File: src/rtl/picomips_sequencer.sv
// picoMips multi-cycle sequencer: FETCH/DECODE/EXEC/WB FSM, PC, strobes, HEI wait on debounced SW8.
// Optional single-step mode (step_raw port) is enabled by defining PICOMIPS_SINGLE_STEP_EN.

package picomips_opcodes_pkg;
    localparam int unsigned FUNC_W = 3;
    localparam int unsigned PHASE_W = 2;

    // Opcode encodings of instruction[7:5], as defined in opcodes.sv.
    localparam logic [FUNC_W-1:0] OP_ADD  = 3'b000;
    localparam logic [FUNC_W-1:0] OP_ADDI = 3'b001;
    localparam logic [FUNC_W-1:0] OP_MULI = 3'b010;
    localparam logic [FUNC_W-1:0] OP_ATR  = 3'b011;
    localparam logic [FUNC_W-1:0] OP_HEI  = 3'b100;
endpackage

module picomips_sequencer
    import picomips_opcodes_pkg::*;
#(
    parameter int unsigned PC_W       = 5,
    parameter int unsigned PROG_LEN   = 24,
    parameter int unsigned DEB_CYCLES = 4,
    parameter int unsigned DEB_W      = 20
) (
    input  logic               Clock,
    input  logic               nReset,
    input  logic               sw8_raw,
`ifdef PICOMIPS_SINGLE_STEP_EN
    input  logic               step_raw,
`endif
    input  logic [FUNC_W-1:0]  func,
    input  logic               hei_arg,
    output logic [PC_W-1:0]    pc,
    output logic               fetch_en,
    output logic               reg_rd_en,
    output logic               acc_we,
    output logic               reg_we,
    output logic [PHASE_W-1:0] phase,
    output logic               waiting,
    output logic               sw8_db
);

    typedef enum logic [PHASE_W-1:0] {
        S_FETCH  = 2'd0,
        S_DECODE = 2'd1,
        S_EXEC   = 2'd2,
        S_WB     = 2'd3
    } state_t;

    state_t           state;
    state_t           state_nxt;
    logic             fetch_nxt;
    logic             rd_nxt;
    logic             acc_nxt;
    logic             regwe_nxt;
    logic             hei_hold_c;
    logic             run_c;
    logic             sw8_meta;
    logic             sw8_sync;
    logic [DEB_W-1:0] deb_cnt;

    // SW8 conditioning: two-flop synchroniser followed by a stability counter.
    always_ff @(posedge Clock or negedge nReset) begin
        if (!nReset) begin
            sw8_meta <= 1'b0;
            sw8_sync <= 1'b0;
            deb_cnt  <= '0;
            sw8_db   <= 1'b0;
        end else begin
            sw8_meta <= sw8_raw;
            sw8_sync <= sw8_meta;
            if (sw8_sync == sw8_db) begin
                deb_cnt <= '0;
            end else if (deb_cnt == DEB_W'(DEB_CYCLES - 1)) begin
                sw8_db  <= ~sw8_db;
                deb_cnt <= '0;
            end else begin
                deb_cnt <= deb_cnt + DEB_W'(1);
            end
        end
    end

`ifdef PICOMIPS_SINGLE_STEP_EN
    localparam logic FREE_RUN = 1'b0;

    logic step_meta;
    logic step_sync;
    logic step_prev;

    always_ff @(posedge Clock or negedge nReset) begin
        if (!nReset) begin
            step_meta <= 1'b0;
            step_sync <= 1'b0;
            step_prev <= 1'b0;
        end else begin
            step_meta <= step_raw;
            step_sync <= step_meta;
            step_prev <= step_sync;
        end
    end

    // One pulse per rising edge; only honoured while parked in FETCH.
    assign run_c = step_sync & ~step_prev;
`else
    localparam logic FREE_RUN = 1'b1;

    assign run_c = 1'b1;
`endif

    assign hei_hold_c = (func == OP_HEI) && (sw8_db == hei_arg);

    always_ff @(posedge Clock or negedge nReset) begin
        if (!nReset) begin
            state <= S_FETCH;
        end else begin
            state <= state_nxt;
        end
    end

    // FETCH with fetch_en low is the parked state (after reset, or between single steps).
    always_comb begin
        state_nxt = state;
        fetch_nxt = 1'b0;
        rd_nxt    = 1'b0;
        acc_nxt   = 1'b0;
        regwe_nxt = 1'b0;
        case (state)
            S_FETCH: begin
                if (fetch_en) begin
                    state_nxt = S_DECODE;
                    rd_nxt    = 1'b1;
                end else if (run_c) begin
                    fetch_nxt = 1'b1;
                end
            end
            S_DECODE: begin
                state_nxt = S_EXEC;
            end
            S_EXEC: begin
                if (!hei_hold_c) begin
                    state_nxt = S_WB;
                    acc_nxt   = (func != OP_HEI) && (func != OP_ATR);
                    regwe_nxt = (func == OP_ATR);
                end
            end
            S_WB: begin
                state_nxt = S_FETCH;
                fetch_nxt = FREE_RUN;
            end
            default: begin
                state_nxt = S_FETCH;
            end
        endcase
    end

    always_ff @(posedge Clock or negedge nReset) begin
        if (!nReset) begin
            fetch_en  <= 1'b0;
            reg_rd_en <= 1'b0;
            acc_we    <= 1'b0;
            reg_we    <= 1'b0;
        end else begin
            fetch_en  <= fetch_nxt;
            reg_rd_en <= rd_nxt;
            acc_we    <= acc_nxt;
            reg_we    <= regwe_nxt;
        end
    end

    // PC advances only as WB retires, wrapping after the last instruction.
    always_ff @(posedge Clock or negedge nReset) begin
        if (!nReset) begin
            pc <= '0;
        end else if (state == S_WB) begin
            if (pc == PC_W'(PROG_LEN - 1)) begin
                pc <= '0;
            end else begin
                pc <= pc + PC_W'(1);
            end
        end
    end

    assign phase   = state;
    assign waiting = (state == S_EXEC) && hei_hold_c;

endmodule

File: config.mk
export PLATFORM = sky130hd
export DESIGN_NAME = picomips_sequencer
export DESIGN_NICKNAME = d
export VERILOG_FILES = /design/src/rtl/picomips_sequencer.sv
export SDC_FILE = /design/constraint.sdc
export NUM_CORES = 1
export LEC_CHECK = 0
export ABC_AREA = 0
export CAP_MARGIN = 20
export CORE_MARGIN = 2
export CORE_UTILIZATION = 35
export CTS_CLUSTER_DIAMETER = 60
export DETAILED_ROUTE_END_ITERATION = 16
export SLEW_MARGIN = 20
export SYNTH_ARGS = -nofsm -noshare
export SYNTH_HDL_FRONTEND = slang
export SYNTH_SLANG_ARGS = --single-unit
export TNS_END_PERCENT = 100
File: constraint.sdc
create_clock -name Clock -period 1.75 [get_ports Clock]
set_input_delay 0.35 -clock Clock [delete_from_list [all_inputs] [get_ports Clock]]
set_output_delay 0.35 -clock Clock [all_outputs]
set_load 0.005 [all_outputs]
==> results of run 1 <==
[synth_stat cells (3+ instances only)]
cell / instances
nand4_1: 6
nor4_1: 9
nor2_1: 24
inv_1: 7
a21oi_1: 5
ha_1: 7
xor2_1: 7
mux2_2: 3
dfrtp_1: 34
xnor2_1: 9
nand3_1: 8
nand2_1: 11
[power by group through the flow]
stage | Combinational [mW] | Sequential, mW | Clock (mW)
after floorplan | 0.485 | 1.09 | 0
after global placement | 0.999 | 1.07 | 0
after detailed placement | 1.03 | 1.09 | 0
after CTS | 1.06 | 1.07 | 0.558
after global routing | 1.20 | 1.09 | 0.592
final | 1.07 | 1.07 | 0.539
[flip-flops by register name, summed over array words and instances (netlist names)]
name / cells
sw8_db: 1
reg_we: 1
reg_rd_en: 1
phase: 2
acc_we: 1
sw8_meta: 1
sw8_sync: 1
pc: 5
fetch_en: 1
deb_cnt: 20
[per-layer routing]
metal / GRT usage (%) / up-vias
met5: 0 / -
met3: 4.39 / 10
li1: - / 685
met4: 6.46 / 0
met1: 18.5 / 649
met2: 25.5 / 26
[critical path, delay by kind of cell]
family | cells | cell delay, ps
AND/OR/NAND/NOR | 2 | 340
buffers and inverters | 2 | 650
[logic make-up (layout without fill, tap and decap cells)]
kind of cell    after synthesis  count (layout)  synth area share, %
fa+ha+maj                     7               7                 5.20
compound gates               15              15                 6.24
xor+xnor                     16              16                 8.32
simple gates                 76              76                 25.1
mux                           3               3                 2.01
buf+inv                      11              64                 2.60
flops                        34              34                 50.5
[worst max path at each step]
| stage | depth (start not counted) | from | endpoint | slack [ps] |
|---|---|---|---|---|
| after floorplan | 5 | deb_cnt[0] | deb_cnt[18] | 6 |
| after global placement | 4 | hei_arg | waiting | -260 |
| after detailed placement | 4 | func[0] | waiting | -290 |
| after CTS | 4 | phase[0] | waiting | 9 |
| after global routing | 4 | deb_cnt[9] | deb_cnt[18] | -3 |
| final | 4 | func[1] | waiting | 50 |
[cell type report]
class,instances,area (um^2)
fill,449,2410
clock buffer,7,76.3
sequential,34,851
timing repair buffer,50,425
inverter,7,26.3
multi-input combinational,117,835
tap,54,67.6
[per-stage QoR]
stage / std cells / setup slack [ps] / total power, mW / TNS [ps]
floorplan: 162 / 5.73 / 1.57 / 0
global placement: 258 / -255 / 2.07 / -255
detailed placement: 258 / -293 / 2.11 / -297
CTS: 267 / 8.64 / 2.69 / 0
global route: 269 / -3.43 / 2.88 / -3.43
finish: 269 / 49.8 / 2.68 / 0
[timing repair]
action | CTS | global route
setup endpoints to repair | 1 | 12
gates cloned | 0 | 0
setup buffers | 2 | 2
pin swaps | 2 | 5
resized for setup | 3 | 10
hold buffers | 0 | 0
==> metrics.yaml, run 1 <==
worst_setup_path:
  slowest_delay_ps: 440
  arrival_ps: 1350
  cp-start-kind: "primary input"
  path_max_fanout: 2
  path_class: "in2out"
  end_kind: "output pin"
  ff2ff_setup_slack_ps: 50
  regToRegEndpoint: "deb_cnt[16]"
  cp.required_ps: 1400
  rr_worst_depth: 4
  path_cells: "clkdlybuf4s50_1, nor2_2, and4_1, clkdlybuf4s15_1"
  cpMaxStageDelayCell: "clkdlybuf4s50_1"
  reg2reg_from: "deb_cnt[9]"
power_and_ir_drop:
  switching_share_pct: 32.4
  combPwrFrac_pct: 40.0
  vdd_ir_drop_max_v: 0.000749
  switchingPower_mw: 0.868
  clockPowerShare_pct: 20.1
  powerDensity_nw_per_um2: 1170
  p_seq_share_pct: 39.9
  p_int_mw: 1.81
  leakage_nw: 1.02
min_path:
  holdCritStartpoint: "sw8_meta"
  hold_depth: 0
  hold_class: "reg2reg"
  whs_endpoint: "sw8_sync"
timing:
  worst_slew_pin_slew_ps: 430
  period_share_pct: 97.2
  holdWs_ps: 350
  relSlewSlack_pct: 71.3
  slew_viol_final: 0
  setup_violations: 0
  fin_skew_ps: 3.97
  fmax_mhz: 588
  fin_crit_ps: 1700
  rsz0062_at_grt: "true"
  final-hold-violation-count: 0
drt:
  routed-wl-met2_um: 1740
  ant_nets: 0
  met1Wirelength_um: 1680
  viasPerCell: 5.09
  vias: 1370
  firstDrtPassIters: 4
  drcViolationCount: 0
  drtIter0Drc: 78
  wl_per_cell_um: 13.7
  wl_met3_um: 171
  drt_wl_total_um: 3670
  top_layer_used: "met4"
synth:
  synthArstFlopShare_pct: 100
  synthCells: 162
  yosysSeqAreaShare_pct: 50.5
  netlist_top_cells_area: "dfrtp_1, nor2_1, ha_1, xnor2_1, xor2_1"
  synthFlopType: "dfrtp_1"
  yosysUniqueCellTypes: 36
  synth_fp_nets: 176
  yosysWarnings: 0
  syn_area_per_cell_um2: 10.4
  synth.top_cell.area_share_pct: 50.5
  synth_top_cell_by_area: "dfrtp_1"
  synth_edf_count: 0
  synth-seq-cells: 34
  synthesis.area_um2: 1680
floorplan:
  ioPinCount: 20
  row_count: 25
  die_w_um: 73.4
  core-area_um2: 4690
  die_h_um: 73.4
  die_area_um2: 5380
  initial_core_util_pct: 35.9
global_routing:
  overflow: 0
  antenna_found_initial: 0
  grtUsageTotal_pct: 15.3
  grt_pass1_vias: 1406
  grt_max_degree: 35
  grt_pass1_wl_um: 6400
clock_tree:
  path_clk_slew_ps: 60
  cts_buffer_depth: 2
  cts_tree: "done"
  clk_latency_ps: 280
  numCtsBuffers: 5
  cts_root_buffer: "clkbuf_8"
  htree_levels: 2
  clock_sinks: 34
placement:
  gp_congestion: 0.787
  hpwl_um: 2660
  post_dp_cell_area_um2: 2140
  portBuffers: 19
layout:
  diodes: 0
  area_growth_pct: 35.4
  nNetsFinal: 229
  final_common_cell: "dfrtp_1"
  final_area_um2: 2280
  drive_above_1_share_pct: 24.7
  final_cell_mix: "dfrtp_1, buf_4, nor2_1"
  utilization_pct: 48.6
flow_run:
  cap_violations: 0
outcome:
  status: "complete, no violations"
(Power assumes the default switching activity.)
==> run 2: changes to the inputs <==
Settings changed: SLEW_MARGIN 20 to 5.
==> results of run 2 <==
Same layout as run 1: the final DEF is identical, and so are final timing and power.
